**config.mk**
```make
export PLATFORM = sky130hd
export DESIGN_NAME = riscv_wb_history
export DESIGN_NICKNAME = d
export VERILOG_FILES = /design/src/rtl/riscv_opcodes_pkg.sv /design/src/rtl/riscv_state_pkg.sv /design/src/rtl/riscv_wb_history.sv
export SDC_FILE = /design/constraint.sdc
export NUM_CORES = 1
export LEC_CHECK = 0
export CORE_ASPECT_RATIO = 1.4
export CORE_MARGIN = 2
export CORE_UTILIZATION = 42
export CTS_CLUSTER_SIZE = 8
export DETAILED_ROUTE_END_ITERATION = 8
export PLACE_DENSITY = 0.77
export RECOVER_POWER = 50
export SETUP_SLACK_MARGIN = 0.05
export SLEW_MARGIN = 10
export SYNTH_ARGS = -nofsm -noshare
export SYNTH_HDL_FRONTEND = slang
export SYNTH_SLANG_ARGS = --single-unit
```
**constraint.sdc**
```tcl
create_clock -name clk_i -period 3.2 [get_ports clk_i]
set_input_delay 0.32 -clock clk_i [delete_from_list [all_inputs] [get_ports clk_i]]
set_output_delay 0.32 -clock clk_i [all_outputs]
set_load 0.1 [all_outputs]
```
**src/rtl/riscv_opcodes_pkg.sv**
```systemverilog
// Opcode constants shared by the pipeline.
package riscv_opcodes_pkg;
  localparam logic [31:0] NOP = 32'h0000_0013;  // addi x0, x0, 0
endpackage

```
**src/rtl/riscv_state_pkg.sv**
```systemverilog
// Pipeline state records: stage instruction and delayed-writeback history entry.
package riscv_state_pkg;
  localparam int RD_MSB = 11;
  localparam int RD_LSB = 7;

  typedef struct packed {
    logic [31:0] instr;
    logic        bubble;
    logic        dbg;
  } instruction_t;

  // Result is kept beside the entry because its width follows MXLEN.
  typedef struct packed {
    logic [31:0] instr;
    logic        bubble;
    logic        dbg;
    logic [4:0]  rd;
  } wb_entry_t;

  function automatic logic [4:0] rd_of(input logic [31:0] instr);
    return instr[RD_MSB:RD_LSB];
  endfunction
endpackage

```
**src/rtl/riscv_wb_history.sv**
```systemverilog
// Delayed writeback history: DEPTH-entry shift register of retired results with
// per-port forwarding lookup (youngest match wins, x0 never hits).
module riscv_wb_history
  import riscv_opcodes_pkg::*;
  import riscv_state_pkg::*;
#(
  parameter int MXLEN      = 32,
  parameter int DEPTH      = 2,
  parameter int NUM_RPORTS = 2
) (
  input  logic                                clk_i,
  input  logic                                rst_i,
  input  logic                                stall_i,
  input  logic                                flush_i,
  input  instruction_t                        wb_insn_i,
  input  logic                                wb_we_i,
  input  logic [MXLEN-1:0]                    wb_r_i,
  input  logic [NUM_RPORTS-1:0][4:0]          rs_addr_i,
  output logic [NUM_RPORTS-1:0]               fwd_hit_o,
  output logic [NUM_RPORTS-1:0][MXLEN-1:0]    fwd_r_o,
  output instruction_t                        dwb_insn_o,
  output logic [MXLEN-1:0]                    dwb_r_o
);

  wb_entry_t        ent_q [DEPTH];
  wb_entry_t        ent_d [DEPTH];
  logic [MXLEN-1:0] res_q [DEPTH];
  logic [MXLEN-1:0] res_d [DEPTH];

  always_comb begin
    ent_d = ent_q;
    res_d = res_q;
    if (flush_i) begin
      for (int k = 0; k < DEPTH; k++) ent_d[k].bubble = 1'b1;
    end else if (!stall_i) begin
      for (int k = DEPTH - 1; k >= 1; k--) begin
        ent_d[k] = ent_q[k-1];
        res_d[k] = res_q[k-1];
      end
      ent_d[0].instr  = wb_insn_i.instr;
      ent_d[0].dbg    = wb_insn_i.dbg;
      ent_d[0].bubble = ~wb_we_i;
      ent_d[0].rd     = rd_of(wb_insn_i.instr);
      // A bubble load leaves the old result bits in place.
      if (wb_we_i) res_d[0] = wb_r_i;
    end
  end

  always_ff @(posedge clk_i or posedge rst_i) begin
    if (rst_i) begin
      for (int k = 0; k < DEPTH; k++) begin
        ent_q[k] <= '{instr: NOP, bubble: 1'b1, dbg: 1'b0, rd: rd_of(NOP)};
        res_q[k] <= '0;
      end
    end else begin
      ent_q <= ent_d;
      res_q <= res_d;
    end
  end

  for (genvar p = 0; p < NUM_RPORTS; p++) begin : g_port
    logic             hit;
    logic [MXLEN-1:0] r;

    // Scan oldest to youngest so the youngest match overwrites.
    always_comb begin
      hit = 1'b0;
      r   = '0;
      for (int k = DEPTH - 1; k >= 0; k--) begin
        if (!ent_q[k].bubble && ent_q[k].rd == rs_addr_i[p] && rs_addr_i[p] != 5'd0) begin
          hit = 1'b1;
          r   = res_q[k];
        end
      end
    end

    assign fwd_hit_o[p] = hit;
    assign fwd_r_o[p]   = r;
  end

  assign dwb_insn_o = '{instr: ent_q[0].instr, bubble: ent_q[0].bubble, dbg: ent_q[0].dbg};
  assign dwb_r_o    = res_q[0];

endmodule

```
* Yosys cells after proc, flatten, opt, wreduce, memory -nomap -nowiden *
Cells that the tools add are included.

word-level totals
  register bits = 142
  bits of input ports = 81
  output and inout bits = 132
  word-level logic and storage cells = 43

operators by class
  eq/ne operators = 5
  multiplexer cells = 11
  bitwise operators = 3
  reductions and logical operators = 14

operators with widths
  cell                                                             count
  32-bit two-way mux                                               4
  46-bit two-way mux                                               1
  5-bit equality test                                              4
  5-bit nonzero test                                               2
  1-bit logical AND                                                8
  1-bit two-way mux                                                6
  1-bit NOT                                                        3
  3-bit AND reduction                                              1
  1-bit zero test                                                  2
  2-bit by 1-bit != test with 1-bit output, second input constant  1
  2-bit AND reduction                                              1

* Depth between registers and ports, before layout *
Gate-level depths: netlist of the first run.

  word-level depth = 5
  gate-level depth with buffers = 7
  depth with buffers taken out = 4

* Least setup slack after synthesis of the first run *
Ideal clock, no wire load.

  path type = register to output
  from = register, netlist name ent_q[15]
  to = output fwd_r_o[31] (netlist bit)
  data arrival time = 1848 ps
  data required time = 2880 ps
  path slack = 1032 ps
  stages on the path, launching flop included = 6
  buffers on the path = 1
  cells stage by stage = dfrtp_1 -> xnor2_1 -> clkbuf_1 -> nand2_1 -> nor3_1 -> mux2_2

RTL lines
  what       line                    RTL
  to (decl)  riscv_wb_history.sv:20  output logic [NUM_RPORTS-1:0][MXLEN-1:0] fwd_r_o,

==> metrics.txt, run 1 <==
status=complete, but fails checks; failing checks=max-capacitance violations, max-slew violations; Tightest Pin Transition=2.23 ns; clk_lat worst skew=0.35 ns; 1st-iter DRT viols=about 160; layout cell share with drive strength beyond 1=39.3%; area share of the largest cell type after synthesis=38.1%; Clock Tree Buf Depth=2; CTS buffer count=9; GR Util All Layers=21.3%; Detail Placement HPWL=11.8 mm; CTS tree=built; vias in the first global route=5181; # port buffers=about 210; setup violators final=0; sequential share of the synthesized area=~40%; FP Rows=53; # Post-CTS Setup Buffers=0; R2R depth=2; Ys Warns=0; Setup WS pre-CTS=0.313 ns; via count=between 4000 and 5000; CP Data Required Time=~2.9 ns; vias per cell=5.23; DRT antenna net count=0; Rel. slew slack=-49.7%; Placer Congestion=0.866; Syn-to-layout area delta=42.0%; first-pass GRT wire length=~27 mm; initial antenna violation count=1; CTS Root Cell=clkbuf_16; pwr dens=574 nW/um^2; Top Ports=213; Post-Syn Nets=645; Crit. End Element=output port; Hold Fails Final Rpt=0; die area=approximately 17000 um^2; number of fill cells in the layout=1187; Commonest cells post-synth=mux2_2 (108), dfrtp_1 (99), buf_4 (68); fmax=345 MHz; Max Cap Viol=2; H-tree lvl count=3; Final Skew=0.00519 ns; nets=773; Core Area=about 15000 um^2; Syn Area/Cell=11.5 um^2; routed length per instance=roughly 19 um; setup tns final=0 ns; unrepaired setup endpoints after global routing=no; Leak=between 3 and 4 nW; worst hold stages=1; post-synthesis cell type count=26; part of the cycle the worst path needs=90.5%; # DRC=0; Slew Viols, Final=119; Worst Hold Slack=0.502 ns; Synth async-reset ratio=100%; worst endpoint data arrival time=~2.6 ns; fin crit period=2.90 ns; pin count of the biggest net entering global routing=71; HP Class=reg2reg; synthesized instance count=564; hold-fix buffer count after cts=0; Die H=approximately 150 um; Post-Syn Area=approximately 6500 um^2; most frequent cell after synthesis=mux2_2; final worst slack=0.303 ns; Initial Utilization=43.0%; critical path class=in2out; EDFF count, synth=0; Clock Sinks=between 100 and 150; top cells by area, synth=dfrtp_1 (38%), mux2_2 (19%), mux2_4 (13%), buf_4 (7.8%), nor3_1 (4.2%); peak supply drop=0.392 mV; leading register cell type out of synthesis=dfrtp_1; width of the die=109 um; DR pass1 iterations=4; WL final=~17 mm; gr ovfl total=0; Worst Setup Start Kind=input pin; critical-path maximum fanout=33; Yosys reg bits=104; clock slew seen by the registers of the worst setup and hold paths=roughly 0.060 ns; post-CTS resize count=0; largest area contributor in the netlist=dfrtp_1
-- worst max-delay path: stages --
cell and delay (ns):
clkdlybuf4s50_1 0.60, or4_4 0.19, nor2_4 0.03, or4_2 0.66
buf_12 0.24, mux2_4 0.35, buf_12 0.17
-- layout make-up --
| cell class | count | area (um^2) | area share (%) |
|---|---|---|---|
| Timing Repair Buffer | 223 | 2890 | 31.3 |
| Inverter | 3 | 12.5 | 0.135 |
| Multi-Input combinational cell | 351 | 3170 | 34.3 |
| Clock inverter | 5 | 80.1 | 0.866 |
| Clock buffer | 11 | 243 | 2.63 |
| Antenna cell | 1 | 2.50 | 0.0271 |
| Tap cell | 192 | 240 | 2.60 |
| Sequential cell | 104 | 2610 | 28.2 |
-- layer usage --
| metal | GRT usage [%] | part of all wire [%] | vias to the layer above | wire length, um |
|---|---|---|---|---|
| met3 | 5.64 | 6.7 | 25 | 1140 |
| met1 | 23.2 | 36 | 2296 | 6220 |
| met4 | 7.85 | 2.3 | 0 | 392 |
| met5 | 0 | 0 | - | 0 |
| li1 | - | - | 2146 | - |
| met2 | 39.1 | 55 | 186 | 9360 |
-- where the power goes --
part | total [W] | switching, W | internal (W)
logic | 0.00228 | 0.00156 | 0.000720
registers | 0.00182 | 0.000234 | 0.00159
clock network | 0.00120 | 0.000492 | 0.000706
total | 0.00530 | 0.00229 | 0.00302
-- kinds of logic (layout without fill, tap and decap cells) --
| kind of cell | Yosys count | in the layout | share of synthesized area (%) |
|---|---|---|---|
| simple gates | 161 | 161 | 13.0 |
| mux | 167 | 167 | 32.2 |
| buf+inv | 109 | 242 | 11.7 |
| xor+xnor | 20 | 20 | 2.69 |
| flops | 104 | 104 | 40.1 |
| other cells | 0 | 1 | 0 |
| compound gates | 3 | 3 | 0.346 |
-- per-stage QoR --
stage	cells	total power (W)	utilization, %	cell area (um^2)
finish	890	0.00530	61.1	9240
global route	889	0.00553	61.1	9240
CTS	889	0.00536	61.2	9260
detailed placement	873	0.00414	59.1	8930
global placement	873	0.00407	59.1	8930
floorplan	564	0.00367	-	6510
-- flip-flops by register name, summed over array words and instances, names as in the netlist --
name / count
ent_q: 6
dwb_insn_o: 34
res_q: 32
dwb_r_o: 32
-- path summary, 6_finish.rpt --
path                               from        endpoint  slack, ns
hold reg to reg               res_q[20]       res_q[20]       0.50
hold / removal                res_q[20]       res_q[20]       0.50
setup / recovery           rs_addr_i[1]      fwd_r_o[3]       0.30
max in group asynchronous         rst_i   dwb_insn_o[2]       1.05
min in group asynchronous         rst_i  dwb_insn_o[16]       1.01
setup reg to reg               ent_q[6]        ent_q[6]       1.93
-- layout by cell type (no fill, tap or decap), drive strengths merged --
cell,instances
inv,2
xor2,2
nor3,54
o31ai,2
clkbuf,16
clkinv,1
nand4,4
clkdlybuf4s50,140
or4,4
dlygate4sd3,2
o211ai,1
nor4b,10
nand2,56
and2,1
mux2,167
clkinvlp,3
nand2b,2
dfstp,5
dfrtp,99
xnor2,18
bufinv,2
nor2,3
buf,76
diode,1
nor2b,27
(Power assumes the default switching activity.)
==> inputs of run 2 (changes only) <==
- CAP_MARGIN: not set -> 0
==> results of run 2 <==
No change in the layout: final DEF, timing and power equal those of run 1.
